<file path="config.mk">
export PLATFORM = sky130hd
export DESIGN_NAME = calc_op_seq
export DESIGN_NICKNAME = d
export VERILOG_FILES = /design/src/rtl/calc_op_seq.sv
export SDC_FILE = /design/constraint.sdc
export NUM_CORES = 1
export LEC_CHECK = 0
export CAP_MARGIN = 25
export CORE_UTILIZATION = 36
export DETAILED_ROUTE_END_ITERATION = 10
export PLACE_DENSITY = 0.61
export RECOVER_POWER = 50
export SLEW_MARGIN = 20
export SYNTH_ARGS = -nofsm -noshare
export SYNTH_HDL_FRONTEND = slang
export SYNTH_SLANG_ARGS = --single-unit
</file>
<file path="constraint.sdc">
create_clock -name clk -period 6.85 [get_ports clk]
set_input_delay 1.37 -clock clk [delete_from_list [all_inputs] [get_ports clk]]
set_output_delay 1.37 -clock clk [all_outputs]
set_load 0.02 [all_outputs]
</file>
<file path="src/rtl/calc_op_seq.sv">
// Operation sequencer for the 3-bit signed calculator: accepts add/sub/mul requests,
// drives the external sign-magnitude multiplier and hands off one 5-bit result at a time.
module calc_op_seq #(
    parameter int CNT_W = 8
) (
    input  logic             clk,
    input  logic             rst,
    input  logic             start,
    output logic             in_ready,
    input  logic [2:0]       a_in,
    input  logic [2:0]       b_in,
    input  logic [1:0]       op_in,
    output logic [2:0]       mul_a,
    output logic [2:0]       mul_b,
    input  logic [4:0]       mul_product,
    output logic [4:0]       res,
    output logic             res_err,
    output logic             res_valid,
    input  logic             res_ready,
    output logic [CNT_W-1:0] op_count
);

    localparam logic [1:0] IDLE = 2'd0;
    localparam logic [1:0] EXEC = 2'd1;
    localparam logic [1:0] DONE = 2'd2;

    localparam logic [1:0] OP_ADD = 2'b00;
    localparam logic [1:0] OP_SUB = 2'b01;
    localparam logic [1:0] OP_MUL = 2'b10;

    logic [1:0] state;
    logic [1:0] op_q;

    logic signed [4:0] val_a;
    logic signed [4:0] val_b;
    logic signed [4:0] arith;
    logic signed [4:0] arith_mag;
    logic              arith_neg;
    logic [4:0]        res_n;
    logic              err_n;

    // Negative zero is folded to +0 so the multiplier and adder never see it.
    function automatic logic [2:0] norm(input logic [2:0] x);
        return (x == 3'b100) ? 3'b000 : x;
    endfunction

    function automatic logic signed [4:0] sm_value(input logic [2:0] x);
        logic signed [4:0] m;
        m = $signed({3'b000, x[1:0]});
        return x[2] ? -m : m;
    endfunction

    assign in_ready = (state == IDLE);

    always_comb begin
        val_a     = sm_value(mul_a);
        val_b     = sm_value(mul_b);
        arith     = (op_q == OP_SUB) ? (val_a - val_b) : (val_a + val_b);
        arith_neg = (arith < 0);
        arith_mag = arith_neg ? -arith : arith;
        res_n     = '0;
        err_n     = 1'b0;
        case (op_q)
            OP_ADD, OP_SUB: res_n = {arith_neg, arith_mag[3:0]};
            OP_MUL:         res_n = (mul_product[3:0] == 4'd0) ? 5'b00000 : mul_product;
            default: begin
                res_n = '0;
                err_n = 1'b1;
            end
        endcase
    end

    always_ff @(posedge clk) begin
        if (rst) begin
            state     <= IDLE;
            op_q      <= OP_ADD;
            mul_a     <= '0;
            mul_b     <= '0;
            res       <= '0;
            res_err   <= 1'b0;
            res_valid <= 1'b0;
            op_count  <= '0;
        end else begin
            case (state)
                IDLE: begin
                    if (start) begin
                        mul_a <= norm(a_in);
                        mul_b <= norm(b_in);
                        op_q  <= op_in;
                        state <= EXEC;
                    end
                end
                EXEC: begin
                    res       <= res_n;
                    res_err   <= err_n;
                    res_valid <= 1'b1;
                    state     <= DONE;
                end
                DONE: begin
                    if (res_ready) begin
                        res_valid <= 1'b0;
                        op_count  <= op_count + CNT_W'(1);
                        state     <= IDLE;
                    end
                end
                default: state <= IDLE;
            endcase
        end
    end

endmodule
</file>
=== Word level (Yosys, flattened, before mapping) ===
Cells that the tools add are included.

* Add/sub/neg operators: 6
* Magnitude comparators: 1
* Equality and inequality tests: 8
* Mux-type cells: 14
* Reductions and logical operators: 10

{| class="wikitable"
|+ Operators with widths
! kind !! number
|-
| $mux W5 || 4
|-
| $neg A2 Y5 || 2
|-
| $pmux W5 S2 || 1
|-
| $add A8 B1 Y8 const B || 1
|-
| $reduce_and A2 Y1 || 4
|-
| $eq A3 B3 Y1 const B || 2
|-
| $mux W3 || 2
|-
| $pmux W2 S3 || 1
|-
| $add A5 B5 Y5 || 1
|-
| $lt A5 B1 Y1 const B || 1
|-
| $sub A5 B5 Y5 || 1
|-
| $eq A2 B1 Y1 const B || 2
|-
| $eq A2 B2 Y1 const B || 2
|-
| $logic_not A2 Y1 || 2
|-
| $logic_not A4 Y1 || 1
|-
| $mux W2 || 2
|-
| $mux W4 || 1
|-
| $ne A2 B2 Y1 const B || 2
|-
| $neg A4 Y4 || 1
|-
| $reduce_or A3 Y1 || 1
|-
| $mux W1 || 2
|-
| $pmux W1 S2 || 1
|-
| $reduce_bool A2 Y1 || 1
|-
| $reduce_or A2 Y1 || 1
|}

* Flip-flop bits (word level): 25
* Input bits: 17
* Output and inout port bits: 22
* Word-level logic and storage cells: 47

=== Logic depth before layout (Yosys ltp) ===
* Word-level depth: 7
* Mapped depth: 13
* Mapped depth without buffers: 13

=== Worst setup path after synthesis ===
OpenSTA, ideal clock, no wires.

* Kind: register to register
* Start point: reg mul_b[0]
* End point: reg res[1]
* Library setup time: 0.073 ns
* Data arrival time: 2.850 ns
* Required time: 6.777 ns
* Path slack: 3.926 ns
* Stages on the path, launching flop included: 11
* Path buffers: 0
* Clock period less this slack: 2.924 ns
* Cells stage by stage: dfxtp_1 > inv_1 > ha_1 > mux2i_1 > xnor2_1 > fa_1 > fa_1 > xnor2_2 > xnor2_2 > or4_1 > o211ai_2

* Longest elaborated chain between the ends: 7
* Elaborated cells between the ends (all ways): 9
* Those cells by class: add/sub: 4; order compare: 1; mux: 4

{| class="wikitable"
|+ RTL lines
! element !! line !! RTL
|-
| from (decl) || 14 || <nowiki>output logic [2:0] mul_b,</nowiki>
|-
| from (signal assigned) || 88 || <nowiki>mul_b <= norm(b_in);</nowiki>
|-
| $neg A2 Y5 || 50 || <nowiki>return x[2] ? -m : m;</nowiki>
|-
| $mux W5 * || 50 ||
|-
| $add A5 B5 Y5 / $sub A5 B5 Y5 (equally long branches) || 58 || <nowiki>arith = (op_q == OP_SUB) ? (val_a - val_b) : (val_a + val_b);</nowiki>
|-
| $mux W5 * || 58 ||
|-
| $neg A4 Y4 / $lt A5 B1 Y1 (equally long branches) || 60, 59 ||
|-
| $mux W4 * || 60 || <nowiki>arith_mag = arith_neg ? -arith : arith;</nowiki>
|-
| $pmux W5 S2 * || 63 || <nowiki>case (op_q)</nowiki>
|-
| to (signal assigned) || 94 || <nowiki>res <= res_n;</nowiki>
|-
| to (decl) || 16 || <nowiki>output logic [4:0] res,</nowiki>
|}

Mark *: on every way between the ends. The rest lies on a longest branch, timed or not.
A chain may end at the register's enable or synchronous reset.

==> results_dict.tcl <==
set metrics [dict create \
    outcome "complete, no violations" \
    globalRouteTotalUtil_pct 16.2 \
    setup.worst_path.start_class "primary input" \
    met3_wirelength_um 136 \
    synthesis.nets 191 \
    stdcell_count 247 \
    finalHoldViolCount 0 \
    number_of_synthesized_flops_with_an_enable_pin 0 \
    drt-vias-per-instance 5.11 \
    power.internal_mw 0.251 \
    hpwlAfterDp_um 2390 \
    final_max_slew_viol_count 0 \
    worstReg2RegEnd "res[1]$_SDFFE_PP0P_" \
    hold_path_depth 2 \
    min_path_type "register to register" \
    tightestPinTransition_ps 931 \
    synthesis.instances 164 \
    io_pins 39 \
    synth.top_cells.by_area "sky130_fd_sc_hd__dfxtp_1 36%, sky130_fd_sc_hd__ha_1 7.2%, sky130_fd_sc_hd__nand2_1 6.5%" \
    io_buffers 38 \
    wl_met2_um 1490 \
    combPwrFrac_pct 30.7 \
    synth.avg_cell_area_um2 8.47 \
    route.detailed.drc 0 \
    hold_path_end "res_err$_SDFFE_PP0P_" \
    r2r.worst_path.cells 10 \
    synth_top_area_cell "sky130_fd_sc_hd__dfxtp_1" \
    synth_largest_type_area_fraction_pct 36.0 \
    drt_iter0_markers 52 \
    post_drt_wl_per_cell_um 12.3 \
    insertion_delay_ps 270 \
    timing.critical_path.to_type "register" \
    ctsHtreeMaxLevel 1 \
    start_util_pct 37.7 \
    grt_pass1_wl_um 5270 \
    rows 22 \
    worstHoldStart "res_err$_SDFFE_PP0P_" \
    fin_crit_ps 3050 \
    p_per_area_nw_per_um2 196 \
    dp_cells 243 \
    rsz0062_at_grt "no" \
    fmax_mhz 328 \
    cts.root.buffer_cell "sky130_fd_sc_hd__clkbuf_8" \
    number_of_antenna_diodes 0 \
    distinct_cells_synth 41 \
    clockBufferDepth 2 \
    net-switching-power_mw 0.112 \
    path_buf_inv 1 \
    tritoncts_num_sinks 25 \
    post_synth_most_frequent_cells "25 x sky130_fd_sc_hd__dfxtp_1, 24 x sky130_fd_sc_hd__nand2_1, 16 x sky130_fd_sc_hd__a21oi_1, 15 x sky130_fd_sc_hd__nor2_1" \
    data_required_time_of_the_critical_path_ps 7000 \
    cp_cell_sequence "dlygate4sd3_1 > o21bai_1 > nor4b_1 > mux2i_1 > o211ai_1" \
    final_layout_size_suffix_gt1_share_pct 5.03 \
    timing.setup.critical_path_class "primary input to register" \
    yosys_most_used_dff "sky130_fd_sc_hd__dfxtp_1" \
    synth.ff_latch_count 25 \
    finalSetupViolations 0 \
    chipWidth_um 64.1 \
    synth_most_common_cell "sky130_fd_sc_hd__dfxtp_1" \
    critPathTopFamily "buffers and inverters" \
    cts.clk_slew.worst_paths_ps 90 \
    syn_area_um2 1390 \
    cts_hold_repair.buffers 0 \
    gpl_wtd_cong 0.764 \
    relSlewSlack_pct 37.7 \
    antenna_found_initial 0 \
    grt.overflow.total 0 \
    m1WireLength_um 1400 \
    setup_total_negative_slack_ps 0 \
    drt_total_wl_um 3030 \
    rr_startpoint "mul_b[0]$_SDFFE_PP0P_" \
    worst_clock_skew_ps 2.20 \
    power_frac_seq_pct 45.0 \
    numCtsBuffers 3 \
    slowest_delay_ps 1150 \
    worst_ep_arrival_time_ps 3190 \
    die_height_um 64.1 \
    routed-via-count 1261 \
    clkPwrFrac_pct 24.3 \
    cell_at_the_slowest_stage_of_the_critical_path "sky130_fd_sc_hd__dlygate4sd3_1" \
    cellLeakagePower_nw 0.699 \
    utilization_pct 50.2 \
    yosysSeqAreaShare_pct 36.0 \
    drt-pass1-iter-count 4 \
    cts_tree "done" \
    final_nets 227 \
    fin_worst_hold_slack_ps 460 \
    vdd.ir_drop.worst_mv 0.0688 \
    cts_post_setup_buffers_inserted 0 \
    cts_resized 0 \
    detail-route-antenna-nets 0 \
    total_power_mw 0.363 \
    min_period_over_period_pct 44.5 \
    die_area_um2 4110 \
    dr.max_layer_used "met3" \
    setup.reg_to_reg.worst_slack_ps 3860 \
    grt_max_degree 26 \
    netSwitchingFraction_pct 31.0 \
    critPathMaxFanout 25 \
    first_global_vias 1205 \
    design.core.area_um2 3690 \
    synthToLayoutAreaGrowth_pct 33.2 \
    yosysWarnings 0 \
    synth_async_sr_flop_share_pct 0 \
    drv.max_cap_violation_count 0 \
]
worst register-to-register path: cells and delay by family, from the launching register on:
family,cells,cell delay (ps)
buffers and inverters,1,60
XOR/XNOR,3,500
AO/OA/AOI/OAI,1,80
multiplexers,1,200
AND/OR/NAND/NOR,1,500
adder cells (fa/ha/maj),3,1160
flip-flops,1,420
layout by cell type, fill, tap and decap left out, types with 3 or more instances in the layout:
master / netlist / routed
sky130_fd_sc_hd__inv_1: 8 / 8
sky130_fd_sc_hd__nand3_1: 6 / 6
sky130_fd_sc_hd__or4_1: 3 / 3
sky130_fd_sc_hd__a21oi_1: 16 / 16
sky130_fd_sc_hd__o211ai_1: 3 / 3
sky130_fd_sc_hd__nor2b_1: 3 / 3
sky130_fd_sc_hd__xor2_1: 5 / 5
sky130_fd_sc_hd__clkdlybuf4s50_1: 0 / 34
sky130_fd_sc_hd__dlygate4sd3_1: 0 / 4
sky130_fd_sc_hd__clkbuf_8: 0 / 3
sky130_fd_sc_hd__nand2b_1: 3 / 3
sky130_fd_sc_hd__ha_1: 8 / 8
sky130_fd_sc_hd__dfxtp_1: 25 / 25
sky130_fd_sc_hd__nor2_1: 15 / 15
sky130_fd_sc_hd__o21bai_1: 3 / 3
sky130_fd_sc_hd__xnor2_1: 3 / 3
sky130_fd_sc_hd__nand2_1: 24 / 24
through the flow:
step / setup WS (ps) / cell area [µm²]
floorplan: 3930 / 1390
finish: 3800 / 1850
global placement: 3530 / 1800
detailed placement: 3460 / 1800
global route: 3670 / 1850
CTS: 3730 / 1850
worst max-delay path by stage:
stage                     slack [ps]             startpoint  cells past startpoint             endpoint
after floorplan                 3930  mul_b[0]$_SDFFE_PP0P_                     10  res[1]$_SDFFE_PP0P_
after global placement          3530                    rst                      4  res[3]$_SDFFE_PP0P_
after detailed placement        3460                    rst                      4  res[3]$_SDFFE_PP0P_
after CTS                       3730                    rst                      4  res[3]$_SDFFE_PP0P_
after global routing            3670   op_q[1]$_SDFFE_PP0P_                     10  res[3]$_SDFFE_PP0P_
final                           3800                    rst                      5  res[3]$_SDFFE_PP0P_
kinds of logic after synthesis:
kind of cell,count (synthesis),synth area share [%]
simple gates,72,27.0
compound gates,29,13.6
flops,25,36.0
buf+inv,16,4.41
xor+xnor,10,7.39
fa+ha+maj,10,10.1
mux,2,1.44
power by group through the flow:
| stage | clock [mW] | sequential (mW) | combinational, mW |
|---|---|---|---|
| global route | 0.0995 | 0.165 | 0.124 |
| global placement | 0 | 0.167 | 0.110 |
| floorplan | 0 | 0.175 | 0.0635 |
| finish | 0.0881 | 0.164 | 0.111 |
| CTS | 0.0914 | 0.164 | 0.114 |
| detailed placement | 0 | 0.167 | 0.114 |
flip-flops by register name (all words and copies together), names as in the netlist:
register	cells
mul_a	3
mul_b	3
op_count	8
op_q	2
res	5
res_err	1
res_valid	1
state	2
layout make-up:
type | instances | area [µm²]
Tap cell | 48 | 60.1
Fill cell | 382 | 1840
Sequential cell | 25 | 500
Inverter | 9 | 33.8
Multi-Input combinational cell | 123 | 827
Timing Repair Buffer | 38 | 380
Clock buffer | 3 | 41.3
Clock inverter | 1 | 7.51
metal layers:
layer | GRT usage (%) | up-vias
met2 | 28.1 | 32
li1 | - | 631
met5 | 0 | -
met3 | 2.86 | 0
met4 | 5.00 | 0
met1 | 20.3 | 598
Power figures use the tool's default switching activity.
